==> src/rtl/seg_scan_if.sv <==
// Bundles the scan driver's CE pacing, digit data inputs and display drive outputs.
// The driver connects through the slave modport. The digit encoders and the prescaler use the master modport.
interface seg_scan_if #(
  parameter int DIGITS = 8
);
  logic                  CE;
  logic [7*DIGITS-1:0]   seg_in;
  logic [DIGITS-1:0]     dp_in;
  logic [DIGITS-1:0]     digit_en;
  logic [3:0]            bright;
  logic [6:0]            seg_out;
  logic                  dp_out;
  logic [DIGITS-1:0]     seg_select;
  logic                  frame_tick;

  modport master (
    output CE, seg_in, dp_in, digit_en, bright,
    input  seg_out, dp_out, seg_select, frame_tick
  );

  modport slave (
    input  CE, seg_in, dp_in, digit_en, bright,
    output seg_out, dp_out, seg_select, frame_tick
  );
endinterface

==> src/rtl/seg_scan_driver.sv <==
// Time-multiplexed 7-segment scan driver. Each digit gets one slot of 2^DWELL_W CE cycles.
// A slot opens with a dead time, then brightness PWM gates the digit select. Each digit can be blanked.
module seg_scan_driver #(
  parameter int DIGITS         = 8,
  parameter int DWELL_W        = 10,
  parameter int BLANK_CYC      = 4,
  parameter bit SEG_ACTIVE_LOW = 1'b1,
  parameter bit SEL_ACTIVE_LOW = 1'b1
) (
  input logic        CLK,
  input logic        CLR,
  seg_scan_if.slave  bus
);
  localparam int                 IDX_W   = (DIGITS > 1) ? $clog2(DIGITS) : 1;
  localparam logic [IDX_W-1:0]   LAST    = IDX_W'(DIGITS - 1);
  localparam logic [DWELL_W-1:0] BLANK   = DWELL_W'(BLANK_CYC);
  localparam logic [6:0]         SEG_OFF = {7{SEG_ACTIVE_LOW}};
  localparam logic [DIGITS-1:0]  SEL_OFF = {DIGITS{SEL_ACTIVE_LOW}};

  logic [DWELL_W-1:0] cnt, cnt_nx;
  logic [IDX_W-1:0]   idx, idx_nx;
  logic               slot_end, frame_end, sel_on;
  logic [DIGITS-1:0]  sel_nx;
  logic [6:0]         seg_nx;
  logic               dp_nx;

  logic [6:0]         seg_q;
  logic               dp_q;
  logic [DIGITS-1:0]  sel_q;
  logic               tick_q;

  // Outputs are computed from the post-edge position, so the registered drive matches the new cnt/idx.
  always_comb begin
    slot_end  = &cnt;
    frame_end = slot_end && (idx == LAST);
    cnt_nx    = cnt + 1'b1;
    idx_nx    = idx;
    if (slot_end) idx_nx = frame_end ? '0 : idx + 1'b1;
    sel_on    = (cnt_nx >= BLANK) &&
                (cnt_nx[DWELL_W-1 -: 4] <= bus.bright) &&
                bus.digit_en[idx_nx];
    sel_nx         = '0;
    sel_nx[idx_nx] = sel_on;
    seg_nx    = bus.seg_in[7*idx_nx +: 7];
    dp_nx     = bus.dp_in[idx_nx];
  end

  always_ff @(posedge CLK or posedge CLR) begin
    if (CLR) begin
      cnt    <= '0;
      idx    <= '0;
      seg_q  <= SEG_OFF;
      dp_q   <= SEG_ACTIVE_LOW;
      sel_q  <= SEL_OFF;
      tick_q <= 1'b0;
    end else begin
      tick_q <= bus.CE && frame_end;
      if (bus.CE) begin
        cnt   <= cnt_nx;
        idx   <= idx_nx;
        sel_q <= sel_nx ^ SEL_OFF;
        // Segment data is latched only at slot entry, so mid-slot input changes never tear a digit.
        if (cnt_nx == '0) begin
          seg_q <= seg_nx ^ SEG_OFF;
          dp_q  <= dp_nx ^ SEG_ACTIVE_LOW;
        end
      end
    end
  end

  assign bus.seg_out    = seg_q;
  assign bus.dp_out     = dp_q;
  assign bus.seg_select = sel_q;
  assign bus.frame_tick = tick_q;
endmodule

==> src/flat_wrapper.sv <==
// flat-port wrapper written by rule: the top's interface ports become plain ports
module seg_scan_driver_flat 
#(
  parameter int DIGITS         = 8,
  parameter int DWELL_W        = 10,
  parameter int BLANK_CYC      = 4,
  parameter bit SEG_ACTIVE_LOW = 1'b1,
  parameter bit SEL_ACTIVE_LOW = 1'b1
)
  (CLK, CLR, bus_CE, bus_seg_in, bus_dp_in, bus_digit_en, bus_bright, bus_seg_out, bus_dp_out, bus_seg_select, bus_frame_tick);
  seg_scan_if #(.DIGITS(DIGITS)) bus_i ();
  input logic CLK;
  input logic CLR;
  input wire logic [$bits(bus_i.CE)-1:0] bus_CE;
  input wire logic [$bits(bus_i.seg_in)-1:0] bus_seg_in;
  input wire logic [$bits(bus_i.dp_in)-1:0] bus_dp_in;
  input wire logic [$bits(bus_i.digit_en)-1:0] bus_digit_en;
  input wire logic [$bits(bus_i.bright)-1:0] bus_bright;
  output wire logic [$bits(bus_i.seg_out)-1:0] bus_seg_out;
  output wire logic [$bits(bus_i.dp_out)-1:0] bus_dp_out;
  output wire logic [$bits(bus_i.seg_select)-1:0] bus_seg_select;
  output wire logic [$bits(bus_i.frame_tick)-1:0] bus_frame_tick;
  assign bus_i.CE = bus_CE;
  assign bus_i.seg_in = bus_seg_in;
  assign bus_i.dp_in = bus_dp_in;
  assign bus_i.digit_en = bus_digit_en;
  assign bus_i.bright = bus_bright;
  assign bus_seg_out = bus_i.seg_out;
  assign bus_dp_out = bus_i.dp_out;
  assign bus_seg_select = bus_i.seg_select;
  assign bus_frame_tick = bus_i.frame_tick;
  seg_scan_driver #(.DIGITS(DIGITS), .DWELL_W(DWELL_W), .BLANK_CYC(BLANK_CYC), .SEG_ACTIVE_LOW(SEG_ACTIVE_LOW), .SEL_ACTIVE_LOW(SEL_ACTIVE_LOW)) u_core (.CLK(CLK), .CLR(CLR), .bus(bus_i));
endmodule
==> config.mk <==
export PLATFORM = sky130hd
export DESIGN_NAME = seg_scan_driver_flat
export DESIGN_NICKNAME = d
export VERILOG_FILES = /design/src/rtl/seg_scan_if.sv /design/src/rtl/seg_scan_driver.sv /design/src/flat_wrapper.sv
export SDC_FILE = /design/constraint.sdc
export NUM_CORES = 1
export LEC_CHECK = 0
export ABC_CLOCK_PERIOD_IN_PS = 4500
export BUFFER_PORTS_ARGS = -buffer_cell sky130_fd_sc_hd__buf_2
export CAP_MARGIN = 20
export CELL_PAD_IN_SITES_DETAIL_PLACEMENT = 2
export CELL_PAD_IN_SITES_GLOBAL_PLACEMENT = 2
export CORE_MARGIN = 4
export CORE_UTILIZATION = 30
export DETAILED_ROUTE_END_ITERATION = 6
export GPL_ROUTABILITY_DRIVEN = 0
export HOLD_SLACK_MARGIN = 0.12
export PLACE_DENSITY_LB_ADDON = 0.08
export SKIP_LAST_GASP = 1
export SYNTH_ARGS = -nofsm -noshare
export SYNTH_HDL_FRONTEND = slang
export SYNTH_SLANG_ARGS = --single-unit
==> constraint.sdc <==
create_clock -name CLK -period 4.5 [get_ports CLK]
set_clock_uncertainty 0.15 [all_clocks]
set_input_delay 0.675 -clock CLK [delete_from_list [all_inputs] [get_ports CLK]]
set_output_delay 0.675 -clock CLK [all_outputs]
set_load 0.01 [all_outputs]
**Word-level counts from Yosys, hierarchy flattened**

Index checks and enable logic that the tools add are counted.

- Flip-flop bits (word level): 30
- Bits of input ports: 79
- Output and inout bits: 17
- Word-level logic and storage cells: 35

- Bitwise operators: 4
- Multiply operators: 1
- $lt $le $gt $ge: 4
- Add/sub/neg operators: 2
- Reduce and logical (&&, ||, !) cells: 8
- Eq/ne operators: 1
- Shift operators: 1
- Muxes and demuxes: 8

Operators with widths:

| cell | number |
|---|---|
| $shiftx 56x7->7 | 1 |
| $add 10x1->10 const B | 1 |
| $ge 10x3->1 const B | 1 |
| $logic_not 10->1 | 1 |
| $reduce_and 10->1 | 1 |
| $and 8x8->8 | 1 |
| $not 8->8 | 1 |
| $not 7->7 | 1 |
| $bmux 1 s3 | 2 |
| $mul 3x3->6 const A | 1 |
| $mux 3 | 2 |
| $logic_and 1x1->1 | 5 |
| $le 4x4->1 | 1 |
| $lt 3x4->1 const B | 1 |
| $add 3x1->3 const B | 1 |
| $demux 1 s3 | 1 |
| $eq 3x3->1 const B | 1 |
| $ge 3x1->1 const B | 1 |
| $mux 1 | 3 |
| $reduce_and 2->1 | 1 |
| $not 1->1 | 1 |

**Longest topological paths before layout**

- Word-level depth: 10
- Gate-level depth with buffers: 12

**Least setup slack after synthesis**

OpenSTA, ideal clock, no wires.

- Kind: reg2reg
- Start: register u_core.cnt[2]
- End: register u_core.sel_q[1], in the netlist u_core.bus.seg_select[1]
- Data arrival time: 2560 ps
- Setup time: 100 ps
- Period minus slack after synthesis: 2810 ps
- Path buffers: 1
- Cell stages (with the launch flop): 13
- Required time: 4250 ps
- Path slack: 1690 ps
- Cell sequence: dfrtp_1 and4_1 clkbuf_1 nand2_1 nor2_1 and3_1 xor2_1 ha_1 nand3_1 or2_2 o221ai_1 nor4_2 a31oi_1

- Longest elaborated chain between the ends: 10
- Elaborated cells on any way between the ends: 18
- Those cells by class: add/sub: 1; order compare: 4; mux: 6; bitwise: 2; reduce/logical: 5

RTL lines:

| what | RTL line | text |
|---|---|---|
| start, declared | seg_scan_driver.sv:20 | `logic [DWELL_W-1:0] cnt, cnt_nx;` |
| start signal, assigned | seg_scan_driver.sv:59 | `cnt <= cnt_nx;` |
| branches (longest 8 deep; another with $add 10x1->10) | n/a |  |
| $and 8x8->8 (no source line) (*) | n/a |  |
| $not 8->8 (no source line) (*) | n/a |  |
| end signal, assigned | seg_scan_driver.sv:61 | `sel_q <= sel_nx ^ SEL_OFF;` |
| end, declared | seg_scan_driver.sv:29 | `logic [DIGITS-1:0] sel_q;` |

Every way passes the cells marked *. The select of a mux whose other input is x is not followed.
A chain may end at the register's enable or synchronous reset.

**Final worst setup path**

- Start: register u_core.idx[1]
- End: register u_core.seg_q[5], in the netlist u_core.bus.seg_out[5]

- Longest elaborated chain between the ends: 7
- Elaborated cells on any way between the ends: 8
- Those cells by class: add/sub: 1; mul: 1; eq/ne: 1; shift: 1; mux: 2; bitwise: 1; reduce/logical: 1

RTL lines:

| what | RTL line | text |
|---|---|---|
| start, declared | seg_scan_driver.sv:21 | `logic [IDX_W-1:0] idx, idx_nx;` |
| start signal, assigned | seg_scan_driver.sv:60 | `idx <= idx_nx;` |
| branches (longest 3 deep; another with $add 3x1->3) | n/a |  |
| $mux 3 (*) | seg_scan_driver.sv:38 | `if (slot_end) idx_nx = frame_end ? '0 : idx + 1'b1;` |
| $mul 3x3->6 (*) | seg_scan_driver.sv:44 | `seg_nx = bus.seg_in[7*idx_nx +: 7];` |
| $shiftx 56x7->7 (*) | seg_scan_driver.sv:44 |  |
| $not 7->7 (no source line) (*) | n/a |  |
| end signal, assigned | seg_scan_driver.sv:64 | `seg_q <= seg_nx ^ SEG_OFF;` |
| end, declared | seg_scan_driver.sv:27 | `logic [6:0] seg_q;` |

Every way passes the cells marked *.

==> run summary <==
synthesized area per cell: 8.98 um2
DP HPWL: 7.10 mm
DRT met1 WL: 4.24 mm
total grt overflow: 0
CORE AREA: 0.00785 mm2
compound-gate portion of the synthesized area: 21.6%
top cell type's share of synthesized area: 17.0%
Initial Utilization: 31.5%
Yosys warning total: 0
Yosys reg bits: 30
post-route ant nets: 0
postcts setup bufs: 0
number of port buffers: 95
reg2reg start: u_core.idx[1]
most frequent CP cell: ha_1
Routed wire per std cell: 20.0 um
max-slew violations: 0
Worst EP required: 4570 ps
maxcap violations: 0
vias in the first global route: 2858
First-pass DRT Iterations: 4
P&R area growth vs syn: 27.7%
flop2flop setup slack: 930 ps
DR vias: 2541
adder-cell area share of the yosys netlist: 3.55%
DR top layer: met4
chip width: 98.7 um
Bufs on Longest Clock Path: 2
top-count cell post-synth: o22ai_1
Crit. End Element: flop
Design Area, Final: 0.00315 mm2
Cell Area, Synth: 0.00247 mm2
Most used DFF post-synth: dfstp_2
Critical R2R Capture: u_core.bus.seg_out[5]
pre-CTS setup slack: 984 ps
CP max stage delay: 640 ps
CTS H-Tree Depth: 2
FP Rows: 32
sequential element share of the synthesized area: 31.2%
VDD IR-drop max: 0.123 mV
met3 routed WL: 419 um
Slew @ Worst Pin: 769 ps
CP Launch Type: flop
Slew Limit Headroom: 47.3%
first-pass GRT wire length: 15.3 mm
Critical Path Source: u_core.idx[1]
n_diodes: 0
Sum Neg Setup Slack: 0 ps
layout cell share with drive strength beyond 1: 40.9%
fmax: 280 MHz
Post-synth EDFFs: 0
metal2 WL: 4.46 mm
Synth area leaders: dfstp_2 (17%), dfrtp_1 (14%), o22ai_1 (7.1%), mux2_2 (4.6%), ha_1 (3.5%)
P_leak: 0.00145 uW
R2R depth: 8
Worst-path clk slew: 70 ps
post-CTS sizing: 0
crit-path max FO: 16
largest family of logic cells by synthesized area: simple AND/OR/NAND/NOR gates
GR Util All Layers: 19.4%
slowest CP cell: mux2i_1
Clock Latency Late Sink: 290 ps
biggest area consumer among synthesized cells: dfstp_2
io pins: 96
initial antenna violation count: 0
P per Cell Area: 348 mW/mm2
Netlist cell types: 61
DRC violations left: 0
Die Ht: 98.7 um
final hold violations: 0
fraction of registers with async set/reset: 100%
initial drt markers: 105
Worst setup endpoint: u_core.bus.seg_out[5]
Synthesized Nets: 361
Avg Vias per Cell: 5.45
cell count after synthesis: 275
CTS tree: done
post-synthesis mux area share: 10.9%
setup ws final: 926 ps
final setup vio count: 0
Tcrit/Tclk final: 79.4%
pin count of the biggest net entering global routing: 32
cts hold-fix bufs: 0
Post-DP Area: 0.00301 mm2
Synth Area in Simple Gates: 22.6%
critical path class: flop to flop
Worst Path Arrival: 3640 ps
Die ar.: 0.00975 mm2
final net count: 449
total wire length after detailed routing: 9.31 mm
cell-by-cell trace of the critical path: ha_1 > ha_1 > nand2b_1 > o21ai_0 > mux2i_1 > o22ai_1 > or4_1 > mux2_2
outcome: complete, no violations
post-synthesis xor/xnor area fraction: 4.26%
Period minus WS final: 3570 ps
RSZ-0062 raised after global routing: false
clock root buffer: clkbuf_8
clock sinks: 30
commonest cells in the netlist: o22ai_1 (28), nor2_1 (21), dfstp_2 (16), inv_1 (16), nand2_1 (16)
CTS Buf Count: 5
worst hold path type: input port to asynchronous set/reset pin
## kinds of logic after synthesis
| logic type | Yosys count |
|---|---|
| compound gates | 76 |
| xor+xnor | 12 |
| fa+ha+maj | 7 |
| buf+inv | 33 |
| flops | 30 |
| mux | 23 |
| simple gates | 94 |
## final cells by class
type	instances	area, um2
Clock buffer	6	82.6
Clock inverter	2	60.1
Fill cell	941	4690
Inverter	16	60.1
Multi-Input combinational cell	212	1560
Sequential cell	30	771
Tap cell	102	128
Timing Repair Buffer	98	498
## worst min-delay path by stage
stage / start / endpoint / slack, ps / depth (start not counted)
floorplan: u_core.bus.seg_select[1] / u_core.bus.seg_select[1] / 340 / 2
global placement: u_core.bus.seg_select[7] / u_core.bus.seg_select[7] / 330 / 2
detailed placement: u_core.bus.seg_select[6] / u_core.bus.seg_select[6] / 330 / 2
CTS: CLR / u_core.cnt[0] / 330 / 3
global route: CLR / u_core.cnt[0] / 350 / 3
finish: CLR / u_core.cnt[2] / 320 / 3
## metrics by stage
stage / hold slack, ps / instances / total power [uW] / utilization (%)
floorplan: 341 / 275 / 629 / -
global placement: 330 / 458 / 738 / 38.4
detailed placement: 333 / 458 / 758 / 38.4
CTS: 330 / 466 / 1110 / 40.2
global route: 354 / 466 / 1170 / 40.2
finish: 322 / 466 / 1100 / 40.2
## flip-flops by register name, summed over array words and instances, names as in the netlist
register and count:
u_core.bus.dp_out 1, u_core.bus.seg_select 8, u_core.cnt 10, u_core.bus.frame_tick 1, u_core.bus.seg_out 7, u_core.idx 3
## per-layer routing
metal	GRT usage [%]	up-vias
li1	-	1220
met1	25.7	1243
met2	32.1	68
met3	4.25	10
met4	5.25	0
met5	0	-
## power breakdown
group	switching, uW	leakage [uW]	internal, uW
logic	147	0.00102	152
registers	88.4	0.000352	361
clock network	113	0.0000714	236
## cells in the final DEF, fill, tap and decap left out, drive strengths merged, types with 2 or more instances in the layout
cell / n
o32ai: 2
xor2: 5
nand2b: 5
and2: 2
ha: 7
and4: 2
nand3: 6
a21oi: 12
nand3b: 3
mux2i: 9
or4: 7
nor3: 5
o21ai: 5
a31oi: 11
buf: 98
dfrtp: 14
a311oi: 2
mux2: 13
a221oi: 2
bufinv: 2
xnor2: 7
nor4b: 2
clkbuf: 6
nand4: 4
o22ai: 28
inv: 16
and3: 3
nor2b: 3
dfstp: 16
o31ai: 2
nand2: 16
nor3b: 2
a41oi: 3
nor4: 3
nor2: 21
a21o: 2
or3: 6
## critical path: cells and delay by family (launching register included)
family	cells	cell delay (ps)
AND/OR/NAND/NOR	2	700
multiplexers	2	910
AO/OA/AOI/OAI	2	250
adder cells (fa/ha/maj)	2	880
flip-flops	1	600
(Power assumes the default switching activity.)
